$ cat src/rtl/dac_mux_pkg.sv
// Shared types and constants for the DAC7611 / 8-way mux scan controller.
// FSM encoding, DAC pin indices, timing constants and channel-search helpers.
package dac_mux_pkg;

   typedef enum logic [2:0] {
      S_IDLE,
      S_CLEAR,
      S_SHIFT,
      S_LD_SETUP,
      S_LOAD,
      S_SETTLE,
      S_DWELL,
      S_GAP
   } scan_state_e;

   localparam int CLK_IDX = 3;
   localparam int SDI_IDX = 2;
   localparam int LD_IDX  = 1;
   localparam int CLR_IDX = 0;

   localparam int DAC_BITS  = 12;
   localparam int NUM_CH    = 8;
   localparam int BIT_CYC   = 4;
   localparam int LD_CYC    = 2;
   localparam int SHIFT_CYC = DAC_BITS * BIT_CYC;
   localparam int SER_LAST  = SHIFT_CYC + 2 * LD_CYC - 1;

   localparam logic [3:0] DAC_IDLE = 4'b1111;

   // lowest enabled channel
   function automatic logic [2:0] lowest_ch(
      input logic [NUM_CH-1:0] mask
   );
      logic [2:0] r;
      r = '0;
      for (int i = NUM_CH - 1; i >= 0; i--)
         if (mask[i]) r = i[2:0];
      return r;
   endfunction

   // {wrapped, ch}: next enabled channel above cur, wrapping 7->0
   function automatic logic [3:0] next_ch(
      input logic [NUM_CH-1:0] mask,
      input logic [2:0]        cur
   );
      logic [3:0] r;
      logic [3:0] idx;
      logic       found;
      r     = {1'b1, cur};
      found = 1'b0;
      for (int i = 1; i <= NUM_CH; i++) begin
         idx = {1'b0, cur} + i[3:0];
         if (!found && mask[idx[2:0]]) begin
            found = 1'b1;
            r     = idx;
         end
      end
      return r;
   endfunction

endpackage

$ cat src/rtl/dac_mux_scan_ctrl_serializer.sv
// DAC7611 serial loader: 12 bits MSB first at clk/4, LD setup and LD pulse.
// Runs 52 cycles after go; pins rest at idle level otherwise.
module dac7611_serializer
   import dac_mux_pkg::*;
(
   input  logic                clk,
   input  logic                reset,
   input  logic                go,
   input  logic [DAC_BITS-1:0] code,
   output logic                sclk,
   output logic                sdi,
   output logic                ld,
   output logic                done
);

   logic                busy_q, busy_d;
   logic [5:0]          cnt_q, cnt_d;
   logic [DAC_BITS-1:0] sr_q, sr_d;
   logic                shifting;

   // latch code on go, then step the bit/phase counter
   always_comb begin
      busy_d = busy_q;
      cnt_d  = cnt_q;
      sr_d   = sr_q;
      if (go) begin
         busy_d = 1'b1;
         cnt_d  = '0;
         sr_d   = code;
      end else if (busy_q) begin
         cnt_d = cnt_q + 6'd1;
         if (shifting && cnt_q[1:0] == 2'(BIT_CYC - 1))
            sr_d = {sr_q[DAC_BITS-2:0], 1'b0};
         if (cnt_q == 6'(SER_LAST)) begin
            busy_d = 1'b0;
            cnt_d  = '0;
         end
      end
   end

   // serializer state
   always_ff @(posedge clk or negedge reset) begin
      if (!reset) begin
         busy_q <= 1'b0;
         cnt_q  <= '0;
         sr_q   <= '0;
      end else begin
         busy_q <= busy_d;
         cnt_q  <= cnt_d;
         sr_q   <= sr_d;
      end
   end

   assign shifting = busy_q && (cnt_q < 6'(SHIFT_CYC));
   assign sclk = shifting ? cnt_q[1] : 1'b1;
   assign sdi  = shifting ? sr_q[DAC_BITS-1] : 1'b1;
   assign ld   = !(busy_q && cnt_q >= 6'(SHIFT_CYC + LD_CYC));
   assign done = busy_q && (cnt_q == 6'(SER_LAST));

endmodule

$ cat src/rtl/dac_mux_scan_ctrl.sv
// Scan scheduler: per-channel DAC load, settle, mux dwell, gap, clear.
// Define DAC_SCAN_STATS_EN to add the scan_count pass counter output.
module dac_mux_scan_ctrl
   import dac_mux_pkg::*;
#(
   parameter int unsigned SETTLE_CYC = 20,
   parameter int unsigned DWELL_CYC  = 100,
   parameter int unsigned GAP_CYC    = 4,
   parameter int unsigned CLR_CYC    = 2
) (
   input  logic                clk,
   input  logic                reset,
   input  logic                wr_en,
   input  logic [2:0]          wr_ch,
   input  logic [DAC_BITS-1:0] wr_data,
   input  logic [NUM_CH-1:0]   ch_mask,
   input  logic                start,
   input  logic                continuous,
   input  logic                stop,
   input  logic                clr_req,
   output logic [3:0]          dac_signals_4,
   output logic [NUM_CH-1:0]   mux_signals,
   output logic                busy,
   output logic [2:0]          cur_ch,
   output logic                ch_done
`ifdef DAC_SCAN_STATS_EN
   ,
   output logic [15:0]         scan_count
`endif
);

   scan_state_e         state_q, state_d;
   logic [9:0]          cnt_q, cnt_d;
   logic [2:0]          ch_q, ch_d, nch_q, nch_d;
   logic                aclr_q, aclr_d;
   logic                clr_pend_q, clr_pend_d;
   logic                stop_pend_q, stop_pend_d;
   logic [DAC_BITS-1:0] codes_q [NUM_CH];
   logic [DAC_BITS-1:0] codes_d [NUM_CH];
   logic                go, cnt_z, clr_eff, stop_eff, boundary;
   logic [3:0]          nxt;
   logic                ser_clk, ser_sdi, ser_ld, ser_done;

   assign cnt_z    = (cnt_q == '0);
   assign clr_eff  = clr_pend_q | clr_req;
   assign stop_eff = stop_pend_q | stop;
   assign nxt      = next_ch(ch_mask, ch_q);
   assign boundary = (state_q == S_GAP) && cnt_z;

   dac7611_serializer u_ser (
      .clk   (clk),
      .reset (reset),
      .go    (go),
      .code  (codes_q[ch_d]),
      .sclk  (ser_clk),
      .sdi   (ser_sdi),
      .ld    (ser_ld),
      .done  (ser_done)
   );

   // code RAM writes and pending clear/stop latches
   always_comb begin
      codes_d = codes_q;
      if (wr_en) codes_d[wr_ch] = wr_data;
      clr_pend_d  = clr_eff &&
                    !(state_d == S_CLEAR && state_q != S_CLEAR);
      stop_pend_d = stop_eff && (state_q != S_IDLE) &&
                    (state_d != S_IDLE);
   end

   // state and datapath registers
   always_ff @(posedge clk or negedge reset) begin
      if (!reset) begin
         state_q     <= S_IDLE;
         cnt_q       <= '0;
         ch_q        <= '0;
         nch_q       <= '0;
         aclr_q      <= 1'b0;
         clr_pend_q  <= 1'b0;
         stop_pend_q <= 1'b0;
         for (int i = 0; i < NUM_CH; i++) codes_q[i] <= '0;
      end else begin
         state_q     <= state_d;
         cnt_q       <= cnt_d;
         ch_q        <= ch_d;
         nch_q       <= nch_d;
         aclr_q      <= aclr_d;
         clr_pend_q  <= clr_pend_d;
         stop_pend_q <= stop_pend_d;
         codes_q     <= codes_d;
      end
   end

   // next state, phase timer and channel scheduling
   always_comb begin
      state_d = state_q;
      cnt_d   = cnt_z ? cnt_q : cnt_q - 10'd1;
      ch_d    = ch_q;
      nch_d   = nch_q;
      aclr_d  = aclr_q;
      go      = 1'b0;
      unique case (state_q)
         S_IDLE: begin
            if (clr_eff) begin
               state_d = S_CLEAR;
               cnt_d   = 10'(CLR_CYC - 1);
               aclr_d  = 1'b0;
            end else if (start && !stop && ch_mask != '0) begin
               state_d = S_SHIFT;
               cnt_d   = 10'(SHIFT_CYC - 1);
               ch_d    = lowest_ch(ch_mask);
               go      = 1'b1;
            end
         end
         S_CLEAR: begin
            if (cnt_z) begin
               if (aclr_q) begin
                  state_d = S_SHIFT;
                  cnt_d   = 10'(SHIFT_CYC - 1);
                  ch_d    = nch_q;
                  go      = 1'b1;
               end else begin
                  state_d = S_IDLE;
                  ch_d    = '0;
               end
            end
         end
         S_SHIFT: if (cnt_z) begin
            state_d = S_LD_SETUP;
            cnt_d   = 10'(LD_CYC - 1);
         end
         S_LD_SETUP: if (cnt_z) begin
            state_d = S_LOAD;
            cnt_d   = 10'(LD_CYC - 1);
         end
         S_LOAD: if (ser_done) begin
            state_d = S_SETTLE;
            cnt_d   = 10'(SETTLE_CYC - 1);
         end
         S_SETTLE: if (cnt_z) begin
            state_d = S_DWELL;
            cnt_d   = 10'(DWELL_CYC - 1);
         end
         S_DWELL: if (cnt_z) begin
            state_d = S_GAP;
            cnt_d   = 10'(GAP_CYC - 1);
         end
         S_GAP: begin
            if (cnt_z) begin
               if (stop_eff || ch_mask == '0) begin
                  state_d = S_IDLE;
                  ch_d    = '0;
               end else if (clr_eff) begin
                  state_d = S_CLEAR;
                  cnt_d   = 10'(CLR_CYC - 1);
                  nch_d   = nxt[2:0];
                  aclr_d  = !(nxt[3] && !continuous);
               end else if (nxt[3] && !continuous) begin
                  state_d = S_IDLE;
                  ch_d    = '0;
               end else begin
                  state_d = S_SHIFT;
                  cnt_d   = 10'(SHIFT_CYC - 1);
                  ch_d    = nxt[2:0];
                  go      = 1'b1;
               end
            end
         end
         default: state_d = S_IDLE;
      endcase
   end

   // pin and status outputs from current state
   always_comb begin
      dac_signals_4          = DAC_IDLE;
      dac_signals_4[CLK_IDX] = ser_clk;
      dac_signals_4[SDI_IDX] = ser_sdi;
      dac_signals_4[LD_IDX]  = ser_ld;
      dac_signals_4[CLR_IDX] = (state_q != S_CLEAR);
      mux_signals = '0;
      if (state_q == S_DWELL) mux_signals[ch_q] = 1'b1;
      busy    = (state_q != S_IDLE);
      cur_ch  = ch_q;
      ch_done = boundary;
   end

`ifdef DAC_SCAN_STATS_EN
   logic [15:0] scnt_q, scnt_d;
   logic        pass_done;

   assign pass_done = boundary && !stop_eff &&
                      (ch_mask != '0) && nxt[3];

   // count completed passes
   always_comb begin
      scnt_d = scnt_q + 16'(pass_done);
   end

   // pass counter register
   always_ff @(posedge clk or negedge reset) begin
      if (!reset) scnt_q <= '0;
      else        scnt_q <= scnt_d;
   end

   assign scan_count = scnt_q;
`endif

endmodule

$ cat config.mk
export PLATFORM = sky130hd
export DESIGN_NAME = dac_mux_scan_ctrl
export DESIGN_NICKNAME = d
export VERILOG_FILES = /design/src/rtl/dac_mux_pkg.sv /design/src/rtl/dac_mux_scan_ctrl_serializer.sv /design/src/rtl/dac_mux_scan_ctrl.sv
export SDC_FILE = /design/constraint.sdc
export NUM_CORES = 1
export LEC_CHECK = 0
export ABC_AREA = 1
export CELL_PAD_IN_SITES_DETAIL_PLACEMENT = 1
export CELL_PAD_IN_SITES_GLOBAL_PLACEMENT = 1
export CORE_MARGIN = 5
export CORE_UTILIZATION = 25
export CTS_BUF_LIST = sky130_fd_sc_hd__clkbuf_8 sky130_fd_sc_hd__clkbuf_16
export DETAILED_ROUTE_END_ITERATION = 12
export PLACE_DENSITY = 0.54
export REMOVE_ABC_BUFFERS = 1
export SYNTH_ARGS = -nofsm -noshare
export SYNTH_HDL_FRONTEND = slang
export SYNTH_SLANG_ARGS = --single-unit
$ cat constraint.sdc
create_clock -name clk -period 3.3 [get_ports clk]
set_input_delay 0.495 -clock clk [delete_from_list [all_inputs] [get_ports clk]]
set_output_delay 0.495 -clock clk [all_outputs]
set_load 0.01 [all_outputs]
### Word-level counts from Yosys, hierarchy flattened

Cells that the tools add are included.

| word-level totals | value |
|---|---|
| register bits | 137 |
| word-level logic and storage cells | 220 |
| input port bits | 30 |

| operators by class | value |
|---|---|
| reductions and logical operators | 47 |
| add/subtract/negate cells | 10 |
| bitwise gates (word level) | 5 |
| $lt $le $gt $ge | 15 |
| equality and inequality tests | 15 |
| multiplexer cells | 110 |

Operators by type and width:

| cell | number |
|---|---|
| $mux W10 | 13 |
| $bwmux W96 | 1 |
| $mux W3 | 25 |
| $mux W12 | 6 |
| $pmux W10 S7 | 1 |
| $bmux W12 S3 | 1 |
| $demux W12 S3 | 1 |
| $lt A3 B4 Y1 const B | 9 |
| $mux W1 | 33 |
| $mux W4 | 8 |
| $bmux W1 S3 | 8 |
| $pmux W3 S8 | 1 |
| $logic_and A1 B1 Y1 | 21 |
| $mux W6 | 3 |
| $add A3 B3 Y4 const B | 4 |
| $eq A3 B3 Y1 const B | 4 |
| $logic_not A1 Y1 | 12 |
| $logic_not A10 Y1 | 1 |
| $sub A10 B1 Y10 const B | 1 |
| $pmux W3 S3 | 1 |
| $add A3 B2 Y4 const B | 2 |
| $ge A4 B4 Y1 const B | 2 |
| $logic_not A8 Y1 | 1 |
| $mux W2 | 4 |
| other kinds (29) | 39 |

### Logic depth before layout (Yosys ltp)

Gate-level depths: netlist (run 1).

| depth | value |
|---|---|
| word-level depth | 36 |
| gate-level depth with buffers | 30 |

### Hierarchy

A second synthesis (run 1) with hierarchy kept.

| second synthesis, totals | value |
|---|---|
| cells, all modules | 1106 |
| area, all modules | 8187.9 µm² |

By module, submodules not included:

| module | seq. area each (µm²) | instances | area each (µm²) | cells each |
|---|---|---|---|---|
| dac_mux_scan_ctrl | 2952.8 | 1 | 7136.8 | 978 |
| dac7611_serializer | 475.5 | 1 | 1051.0 | 128 |

### Worst setup path before layout (run 1)

Ideal clock, no wire load.

| timing | value |
|---|---|
| path kind | flip-flop to flip-flop |
| start point | register ch_q[1], in the netlist cur_ch[1] |
| end point | register u_ser.sr_q[10] |
| setup slack | 0.062 ns |
| arrival time | 3.118 ns |
| setup time | 0.120 ns |
| stages on the path, launching flop included | 28 |
| cell sequence | dfrtp_1 > buf_2 > clkinv_2 > ha_1 > inv_1 > nand3_1 > nand2_1 > nand2_1 > nand2_1 > nand3_4 > nor2_8 > nand4_4 > nand2_2 > inv_2 > nand2_2 > nand2_2 > nand3_4 > nand3_2 > nand2_2 > nand2_2 > buf_6 > buf_8 > nand2_2 > nand2_1 > nand2_1 > nand3_1 > nand3_1 > nand2_1 |

| between the ends | value |
|---|---|
| cells in the longest elaborated chain, start to end | 36 |
| elaborated cells on any way between the ends | 75 |

Ends and longest elaborated chain:

| what | RTL line | RTL |
|---|---|---|
| start, declared | dac_mux_scan_ctrl.sv:34 | `logic [2:0] ch_q, ch_d, nch_q, nch_d;` |
| start signal, assigned | dac_mux_scan_ctrl.sv:85 | `ch_q <= ch_d;` |
| $add A3 B1 Y4 | dac_mux_pkg.sv:52 | `idx = {1'b0, cur} + i[3:0];` |
| $bmux W1 S3 | dac_mux_pkg.sv:53 | `if (!found && mask[idx[2:0]]) begin` |
| $mux W1 (implied by the code) | dac_mux_pkg.sv:53 |  |
| $mux W1 | dac_mux_pkg.sv:53 |  |
| $logic_not A1 Y1 | dac_mux_pkg.sv:53 |  |
| $logic_and A1 B1 Y1 | dac_mux_pkg.sv:53 |  |
| $mux W1 | dac_mux_pkg.sv:53 |  |
| $logic_not A1 Y1 | dac_mux_pkg.sv:53 |  |
| (+19 left out) | -- |  |
| $mux W3 | dac_mux_scan_ctrl.sv:153 | `end else if (clr_eff) begin` |
| $mux W3 | dac_mux_scan_ctrl.sv:150 | `if (stop_eff \|\| ch_mask == '0) begin` |
| $mux W3 | dac_mux_scan_ctrl.sv:149 | `if (cnt_z) begin` |
| $pmux W3 S3 | dac_mux_scan_ctrl.sv:102 | `unique case (state_q)` |
| $not A3 Y4 (implied by the code) | dac_mux_scan_ctrl.sv:54 | `.code (codes_q[ch_d]),` |
| $bmux W12 S3 | dac_mux_scan_ctrl.sv:54 |  |
| $mux W12 (implied by the code) (2 in a row) | dac_mux_scan_ctrl.sv:54 |  |
| $mux W12 | dac_mux_scan_ctrl_serializer.sv:26 | `if (go) begin` |
| end signal, assigned | dac_mux_scan_ctrl_serializer.sv:50 | `sr_q <= sr_d;` |
| end, declared | dac_mux_scan_ctrl_serializer.sv:18 | `logic [DAC_BITS-1:0] sr_q, sr_d;` |

Parallel ways exist; a longest one is shown, timed or not. The select of a mux whose other input is x is not followed.
A chain may end at the register's enable or synchronous reset.

### Final worst setup path (run 1)

Ends and elaborated chain as after synthesis.

==> flow_metrics.py, run 1 <==
metrics = {
    "placed_design": {
        "dp_slack_ns": -0.103,
        "place.gp.congestion": 0.797,
        "post-dp-hpwl_um": 19000,
        "dpl_cell_area_um2": 9600,
        "io_buffers": 46,
    },
    "clocking": {
        "cts_sinks": 137,
        "cts_hold_buf": 0,
        "clock_latency_ns": 0.43,
        "cts_tree": "built",
        "cts_buffers": 17,
        "htreeDepth": 4,
        "clk_pin_slew_ns": 0.07,
        "cts_buffer_depth": 2,
        "clock-root-buffer": "clkbuf_16",
    },
    "global_route": {
        "antenna_found_initial": 0,
        "grt_max_degree": 69,
        "grt_pass1_vias": 8215,
        "overflow": 0,
        "grt_pass1_wl_um": 44800,
        "grtUsageTotal_pct": 15.5,
    },
    "sta": {
        "tightest_slew_ns": 1.01,
        "whs_ns": 0.0446,
        "maxSlewViolCount": 0,
        "setup_viol": 0,
        "finalSetupTns_ns": 0,
        "slew_headroom_pct": 32.4,
        "hold_violations": 0,
        "fin_crit_sh_pct": 96.6,
        "clock_skew_ns": 0.0132,
        "fin_ws_ns": 0.114,
        "min_period_ns": 3.19,
        "max_freq_mhz": 314,
    },
    "worst_setup_path": {
        "reg2reg_to": "u_ser.sr_q[10]$_DFFE_PN0P_",
        "r2r_cells": 25,
        "crit_required_ns": 3.62,
        "end_kind": "register",
        "critPathKind": "reg -> reg",
        "critPathMaxFanout": 12,
        "crit_path_top_delay_cell": "dfrtp_1",
        "crit_path_start_kind": "register",
        "crit_start": "cur_ch[1]$_DFF_PN0_",
        "crit_top_cell": "nand2_1",
        "r2r_start": "cur_ch[1]$_DFF_PN0_",
        "arrival_ns": 3.50,
        "r2r_slack_ns": 0.11,
        "slowest_delay_ns": 0.40,
    },
    "route": {
        "antenna_left": 0,
        "drc": 0,
        "viasPerCell": 4.61,
        "drt_iter0_markers": 409,
        "wire_per_inst_um": 16.4,
        "drt_pass1_iterations": 4,
        "num_vias": 7894,
        "drt-total-wl_um": 28100,
    },
    "run": {
        "drv_cap": 0,
    },
    "floorplanning": {
        "dieArea_um2": 36600,
        "start_util_pct": 25.3,
        "fp.dieW_um": 191,
        "core_area_um2": 32500,
        "ioPinCount": 47,
        "rows": 66,
        "die_h_um": 191,
    },
    "cells_and_area": {
        "final_cell_area_um2": 10700,
        "layout-area-overhead-vs-synth_pct": 29.7,
        "fin_nets": 1297,
        "final_layout_size_suffix_gt1_share_pct": 16.7,
        "diodes": 0,
    },
    "logic_synthesis": {
        "seq_area_frac_synth_pct": 41.7,
        "synthesis.area_um2": 8220,
        "ys_types": 50,
        "synth_area_per_cell_um2": 7.15,
        "ys_ff_latch": 137,
        "synth_cells": 1150,
        "synth_warnings": 0,
    },
    "pwr": {
        "p_leak_nw": 5.09,
        "power.total_mw": 4.45,
        "powerDensity_nw_per_um2": 417,
        "ir_drop_v": 0.000352,
    },
    "min_path": {
        "worstHoldPathType": "in -> async",
    },
    "outcome": {
        "status": "completed",
    },
}
## cell usage after synthesis, drive strengths merged
master   number  area, µm²
nand2       416       1630
dfrtp       137       3430
nand3       128        691
o21ai       108        544
nor2         98        423
inv          96        365
a21oi        30        150
buf          27        224
clkbuf       21       78.8
nor3         16       80.1
ha           10        125
nand4         9       71.3
a31oi         6       37.5
a211oi        5       42.5
clkinv        5       20.0
nand3b        5       37.5
xnor2         5       51.3
o2111ai       4       35.0
o211ai        4       30.0
o22ai         4       31.3
xor2          4       35.0
a22oi         3       22.5
o21bai        3       26.3
a2111oi       1       8.76
a21boi        1       7.51
a221oi        1       8.76
nor4          1       6.26
o311ai        1       8.76
o31ai         1       7.51
## cells in the final DEF (no fill, tap or decap), types with 4 or more instances in the layout
cell type,instances
a211oi_1,4
a21oi_1,29
a31oi_1,6
buf_12,11
buf_4,67
buf_6,8
clkbuf_16,20
clkdlybuf4s50_1,44
clkinv_4,5
dfrtp_1,137
ha_1,7
inv_1,87
inv_2,5
inv_4,5
inv_6,4
nand2_1,383
nand2_2,26
nand2_4,7
nand3_1,105
nand3_2,17
nand3_4,6
nand3b_1,5
nand4_1,8
nor2_1,88
nor2_2,5
nor3_1,15
o2111ai_1,4
o211ai_1,4
o21ai_0,105
xnor2_1,4
xor2_1,4
## per-layer routing
metal  GRT usage (%)  up-vias  part of all wire, %  wire length, µm
met2            26.1       79                   47            13300
met5               0        -                    0                0
met3            2.19       15                  2.2              624
met4            3.45        0                 0.88              249
met1            21.1     3859                   50            13900
li1                -     3941                    -                -
## registers in the layout (all words and copies together) (netlist names)
signal	flops
u_ser.cnt_q	6
cur_ch	3
clr_pend_q	1
nch_q	3
state_q	3
u_ser.busy_q	1
stop_pend_q	1
aclr_q	1
u_ser.sr_q	12
codes_q	96
cnt_q	10
## power by group
| part | internal (mW) | total, mW | switching, mW |
|---|---|---|---|
| clock | 0.989 | 1.86 | 0.870 |
| combinational | 0.239 | 0.564 | 0.324 |
| sequential | 1.90 | 2.02 | 0.119 |
## worst max path at each step
stage	cells past startpoint	slack [ns]	end
after floorplan	25	-0.96	u_ser.sr_q[1]$_DFFE_PN0P_
after global placement	22	-0.09	u_ser.sr_q[4]$_DFFE_PN0P_
after detailed placement	23	-0.10	u_ser.sr_q[4]$_DFFE_PN0P_
after CTS	24	0.02	u_ser.sr_q[4]$_DFFE_PN0P_
after global routing	25	-0.06	u_ser.sr_q[10]$_DFFE_PN0P_
final	25	0.11	u_ser.sr_q[10]$_DFFE_PN0P_
## cell families after synthesis
kind of cell | synth area share, %
and+or+nand+nor | 35.7
AOI/OAI and AO/OA | 11.7
buffers and inverters | 8.37
DFF | 41.7
adders and majority gates | 1.52
xor gates and xnor gates | 1.05
## metrics by stage
| step | std cells | utilization, % |
|---|---|---|
| after floorplan | 1102 | - |
| after global placement | 1663 | 29.5 |
| after detailed placement | 1663 | 29.5 |
| after CTS | 1698 | 31.4 |
| after global routing | 1712 | 32.8 |
| final | 1712 | 32.8 |
## critical path: cells and delay by family, from the launching register on
family	cells	cell delay [ns]
flip-flops	1	0.40
buffers and inverters	6	0.67
AND/OR/NAND/NOR	17	1.64
AO/OA/AOI/OAI	1	0.06
adder cells (fa/ha/maj)	1	0.29
## what timing repair did
| action | CTS | global route |
|---|---|---|
| pin swaps | 2 | 18 |
| resized for setup | 9 | 58 |
| setup endpoints to repair | 8 | 18 |
| setup buffers | 2 | 11 |
| hold endpoints to repair | 0 | 0 |
| gates cloned | 1 | 3 |
## layout make-up
cell class,count,area (µm²)
multi-input cells,864,4350
well taps,442,553
flip-flops and latches,137,3430
clock buffers,17,425
repair buffers,136,1380
clock inverters,15,133
fillers,4000,21900
inverters,101,395
(Power assumes the default switching activity.)
==> run 2, diff against run 1 <==
--- a/config.mk
+++ b/config.mk
@@ -8,7 +8,6 @@
 export ABC_AREA = 1
 export CELL_PAD_IN_SITES_DETAIL_PLACEMENT = 1
 export CELL_PAD_IN_SITES_GLOBAL_PLACEMENT = 1
-export CORE_MARGIN = 5
 export CORE_UTILIZATION = 25
 export CTS_BUF_LIST = sky130_fd_sc_hd__clkbuf_8 sky130_fd_sc_hd__clkbuf_16
 export DETAILED_ROUTE_END_ITERATION = 12
==> flow_metrics.py, run 2 (same netlist as run 1, synthesis figures left out) <==
metrics = {
    "clocking": {
        "cts_buffer_depth": 2,
        "clock_latency_ns": 0.43,
        "cts_buffers": 17,
        "htreeDepth": 4,
        "cts_hold_buf": 0,
        "clk_pin_slew_ns": 0.07,
        "clock-root-buffer": "clkbuf_16",
        "cts_tree": "built",
        "cts_sinks": 137,
    },
    "cells_and_area": {
        "layout-area-overhead-vs-synth_pct": 30.0,
        "largestRegisters": "codes_q (96), u_ser.sr_q (12), cnt_q (10)",
        "final-instance-count-excl-fill": 1722,
        "layout_commonest_cell": "nand2_1",
        "largest_reg_flops": 96,
        "diodes": 0,
        "mostFrequentLayoutCells": "383 x nand2_1, 137 x dfrtp_1, 111 x nand3_1, 103 x o21ai_0, 88 x inv_1",
        "fillCellCount": 4018,
        "utilization_pct": 33.0,
        "fin_nets": 1307,
        "regMostFlops": "codes_q",
        "final_layout_size_suffix_gt1_share_pct": 17.0,
    },
    "sta": {
        "tightest_slew_ns": 1.00,
        "maxSlewViolCount": 0,
        "fin_crit_sh_pct": 94.3,
        "hold_violations": 0,
        "fin_ws_ns": 0.188,
        "clock_skew_ns": 0.0127,
        "whs_ns": 0.0278,
        "min_period_ns": 3.11,
        "max_freq_mhz": 321,
        "slew_headroom_pct": 32.9,
        "setup_viol": 0,
    },
    "worst_setup_path": {
        "arrival_ns": 3.42,
        "end_kind": "register",
        "crit_path_start_kind": "register",
        "r2r_slack_ns": 0.19,
        "crit_required_ns": 3.61,
        "critPathKind": "reg -> reg",
        "critPathMaxFanout": 18,
    },
    "global_route": {
        "grt_pass1_wl_um": 45000,
        "grt_pass1_vias": 8297,
        "antenna_found_initial": 0,
        "overflow": 0,
        "grt_max_degree": 59,
        "grtUsageTotal_pct": 17.1,
    },
    "route": {
        "num_vias": 7967,
        "viasPerCell": 4.63,
        "drt-total-wl_um": 28000,
        "drc": 0,
        "wire_per_inst_um": 16.3,
        "drt_pass1_iterations": 4,
        "antenna_left": 0,
        "drt_iter0_markers": 348,
    },
    "min_path": {
        "worstHoldPathType": "in -> async",
    },
    "floorplanning": {
        "rows": 66,
        "core_area_um2": 32500,
        "fp.dieW_um": 183,
        "dieArea_um2": 33600,
        "die_h_um": 183,
        "ioPinCount": 47,
        "start_util_pct": 25.3,
    },
    "placed_design": {
        "post-dp-hpwl_um": 19100,
        "dp_cells": 1665,
        "place.gp.congestion": 0.853,
        "io_buffers": 46,
        "dp_slack_ns": -0.109,
    },
    "pwr": {
        "powerDensity_nw_per_um2": 421,
        "p_leak_nw": 5.16,
        "ir_drop_v": 0.000329,
        "power.total_mw": 4.51,
    },
    "outcome": {
        "status": "completed",
    },
    "run": {
        "drv_cap": 0,
    },
}
==> run 2: layout make-up <==
cell class / count / area [µm²] / area share [%]
multi-input combinational: 864 / 4310 / 40.3
clock inverter: 14 / 146 / 1.37
tap: 442 / 553 / 5.17
clock buffer: 18 / 439 / 4.11
sequential: 137 / 3430 / 32.1
timing repair buffer: 146 / 1420 / 13.3
inverter: 101 / 398 / 3.72
==> run 2: critical path, cell delays in order (launching register included) <==
cell and delay (ns):
dfrtp_1 0.42, inv_4 0.07, ha_4 0.29, buf_6 0.13, nand3_1 0.10, nand2_1 0.12
nand2_2 0.07, nand2_4 0.09, nand3_4 0.10, nor2_8 0.14, nand4_4 0.11, inv_2 0.09
nand2_1 0.06, nand2_2 0.08, nand3_4 0.09, nand3_4 0.13, nand2_8 0.11, buf_12 0.16
clkbuf_16 0.18, nand3_1 0.08, nand2_1 0.07, nand2_1 0.06, nand3_1 0.07, nand3_1 0.10
nand2_1 0.06
==> run 2: final timing paths <==
check	cells past startpoint	start	end
min in group clk	2	codes_q[72]$_DFFE_PN0P_	codes_q[72]$_DFFE_PN0P_
worst max-delay path	24	cur_ch[1]$_DFF_PN0_	u_ser.sr_q[8]$_DFFE_PN0P_
worst min-delay path	1	reset	clr_pend_q$_DFF_PN0_
worst max register to register	24	cur_ch[1]$_DFF_PN0_	u_ser.sr_q[8]$_DFFE_PN0P_
max in group asynchronous	2	reset	u_ser.sr_q[7]$_DFFE_PN0P_
worst min register to register	2	codes_q[72]$_DFFE_PN0P_	codes_q[72]$_DFFE_PN0P_
==> run 2: what timing repair did <==
| item | in CTS | in global routing |
|---|---|---|
| gates cloned | 0 | 4 |
| pin swaps | 2 | 11 |
| setup buffers | 0 | 21 |
| resized for setup | 7 | 58 |
| endpoints found under the setup margin | 1 | 17 |
==> run 2: per-layer routing <==
| metal | vias up | GRT usage, % | routed length [µm] |
|---|---|---|---|
| met3 | 12 | 2.38 | 554 |
| met5 | - | 0 | 0 |
| li1 | 3960 | - | - |
| met4 | 0 | 2.87 | 216 |
| met1 | 3932 | 23.7 | 14000 |
| met2 | 63 | 28.4 | 13300 |
==> run 2: where the power goes <==
| part | total (mW) | switching [mW] | internal [mW] |
|---|---|---|---|
| sequential | 2.02 | 0.120 | 1.90 |
| combinational | 0.563 | 0.328 | 0.235 |
| clock | 1.92 | 0.890 | 1.03 |
==> run 2: per-stage QoR <==
step           cell area (µm²)  TNS, ns
6_report                 10700        0
5_1_grt                  10700   -0.244
4_1_cts                  10200        0
3_5_place_dp              9570   -0.968
3_3_place_gp              9570    -1.06
2_1_floorplan             7920   -12.19
==> RTL edit: new RTL, config.mk and constraints of run 2 <==
Build with the macro `DAC_SCAN_STATS_EN` defined.
--- a/src/rtl/dac_mux_scan_ctrl.sv
+++ b/src/rtl/dac_mux_scan_ctrl.sv
@@ -1,5 +1,7 @@
 // Scan scheduler: per-channel DAC load, settle, mux dwell, gap, clear.
 // Define DAC_SCAN_STATS_EN to add the scan_count pass counter output.
+`define DAC_SCAN_STATS_EN
+
 module dac_mux_scan_ctrl
    import dac_mux_pkg::*;
 #(
Formal check against the unedited RTL (old outputs only; new: scan_count): equivalent (equiv_simple and equiv_induct, registers matched by name and starting in step).
==> RTL edit against run 2 <==
The run now ends with setup timing left; final cell count grew 5.9%; routed wire length grew 14%; worst setup slack lost 200 ps; global-route usage grew 0.59 points; area after synthesis grew 8.3%; count of clock-buffer cells in the layout is the same; final area grew 16%; sequential cell count grew 16; critical endpoint is now u_ser.sr_q[7]; highest routed layer unchanged.
Power is not compared: it rests on default switching activity, and its combinational part moved more than twofold at a synthesized area within 25%.
==> RTL edit: results (changes against run 2) <==
placement:
  dp_hpwl_um: 20900  # +9.9%
  place.gp.congestion: 0.817  # -4.2%
  dp_slack_ps: -415  # -305 ps
  place_area_um2: 10900  # +14%
  port-buffer-count: 62  # +35%
drt:
  drtIter0Drc: 406  # +17%
  drtPass1Iterations: 5  # +1
  wl_um: 31900  # +14%
  routed_via_density: 4.73  # +2.1%
synth:
  muxShareOfSynthArea_pct: 0  # unchanged
  ys_types: 51  # +2.0%
  synth_compound_area_share_pct: 11.1  # -0.61 points
  synthTopCellsByArea: "dfrtp_1 43%, nand2_1 13%, nand3_1 7.6%"
  yosysSeqAreaShare_pct: 43.0  # +1.3 points
  synth_ff_type: "dfrtp_1"
  synth_commonest_cells: "306 x nand2_1, 153 x dfrtp_1, 136 x nand3_1"
  synthAdderAreaFrac_pct: 1.69  # +0.16 points
  synth-xor-area-share_pct: 2.15  # +1.1 points
  ys_warn_count: 0  # unchanged
sta:
  maxSlewHeadroom_pct: 35.7  # +2.7 points
  fin_ws_ps: -12.8  # -201 ps
  setup_viol: 1  # +1
  clock_skew_ps: 11.6  # -1.14 ps
grt:
  grt_antenna_before_repair: 0  # unchanged
  overflow: 0  # unchanged
  grt_pass1_vias: 9110  # +9.8%
  grtUsageTotal_pct: 17.7  # +0.59 points
  grt_pass1_wl_um: 50200  # +11%
worst_setup_path:
  crit_fanout: 7  # -11
  arrival_ps: 3630  # +210 ps
  r2r_cells: 26  # +8.3%
  worstReg2RegEnd: "u_ser.sr_q[7]"
  cpPeakStageDelay_ps: 400  # -20 ps
  cpLargestDelayFamily: "simple AND/OR/NAND/NOR gates"
  worstReg2RegStart: "cur_ch[0]"
  slowest_stage: "dfrtp_1"
finish:
  antenna_cells: 0  # unchanged
  largest_reg_flops: 96  # unchanged
  final_nets: 1398  # +7.0%
  drive_gt1_share_pct: 25.4  # +8.4 points
  fillers: 4139  # +3.0%
  top_register: "codes_q"
cts:
  clk_path_buf_depth: 2  # unchanged
  cts_buffers: 17  # unchanged
status:
  violations: "setup timing"
  status: "finished, violations left"
## RTL edit: what timing repair did
item,4_1_cts,5_1_grt
setup endpoints to repair,20,20
gates cloned,0,5
buffers inserted,11,10
resized for setup,25,136
pin swaps,7,44
## RTL edit: logic make-up after synthesis
kind of cell             after synthesis
AND/OR/NAND/NOR                      660
buffers and inverters                164
XOR/XNOR                              21
adder cells (fa/ha/maj)               12
flip-flops                           153
AO/OA/AOI/OAI                        175
## RTL edit: power groups by stage
stage | Clock [mW] | Sequential [mW] | Combinational [mW]
floorplan | 0 | 2.62 | 4.08
global placement | 0 | 2.63 | 7.64
detailed placement | 0 | 2.65 | 7.73
CTS | 2.07 | 2.62 | 8.01
global route | 2.13 | 2.69 | 10.2
finish | 2.01 | 2.63 | 9.31
## RTL edit: cell type report
cell class / count / area (µm²) / share of cell area, %
Inverter: 110 / 432 / 3.47
Tap cell: 455 / 569 / 4.58
Clock inverter: 14 / 146 / 1.18
Sequential cell: 153 / 3830 / 30.8
Clock buffer: 18 / 439 / 3.53
Timing Repair Buffer: 206 / 2020 / 16.3
Multi-Input combinational cell: 868 / 4990 / 40.2
## RTL edit: worst max path at each step
stage / cells past startpoint / end / slack (ps)
after global routing: 27 / u_ser.sr_q[7] / -230
after CTS: 24 / scan_count[14] / -3
after global placement: 23 / scan_count[14] / -310
final: 26 / u_ser.sr_q[7] / -10
after floorplan: 15 / u_ser.sr_q[0] / -780
after detailed placement: 23 / scan_count[14] / -410
## RTL edit: worst register-to-register path, delay by kind of cell (launching register included)
family / cells / cell delay (ps)
AND/OR/NAND/NOR: 17 / 1570
buffers and inverters: 8 / 960
flip-flops: 1 / 400
adder cells (fa/ha/maj): 1 / 310
## RTL edit: per-stage QoR
stage	power, mW	utilization, %	instances	hold slack [ps]	setup TNS, ps
2_1_floorplan	6.71	-	1131	199	-12080
3_3_place_gp	10.3	31.3	1767	464	-3210
3_5_place_dp	10.4	31.3	1767	470	-4340
4_1_cts	12.7	33.5	1810	57.7	-3.00
5_1_grt	15.0	35.7	1824	85.7	-2620
6_report	13.9	35.7	1824	50.1	-12.8
## RTL edit: per-layer routing
layer / GRT usage (%) / up-vias / routed length (µm)
met2: 29.7 / 102 / 15400
li1: - / 4269 / -
met1: 24.2 / 4229 / 15400
met4: 3.29 / 0 / 313
met3: 2.25 / 20 / 736
met5: 0 / - / 0
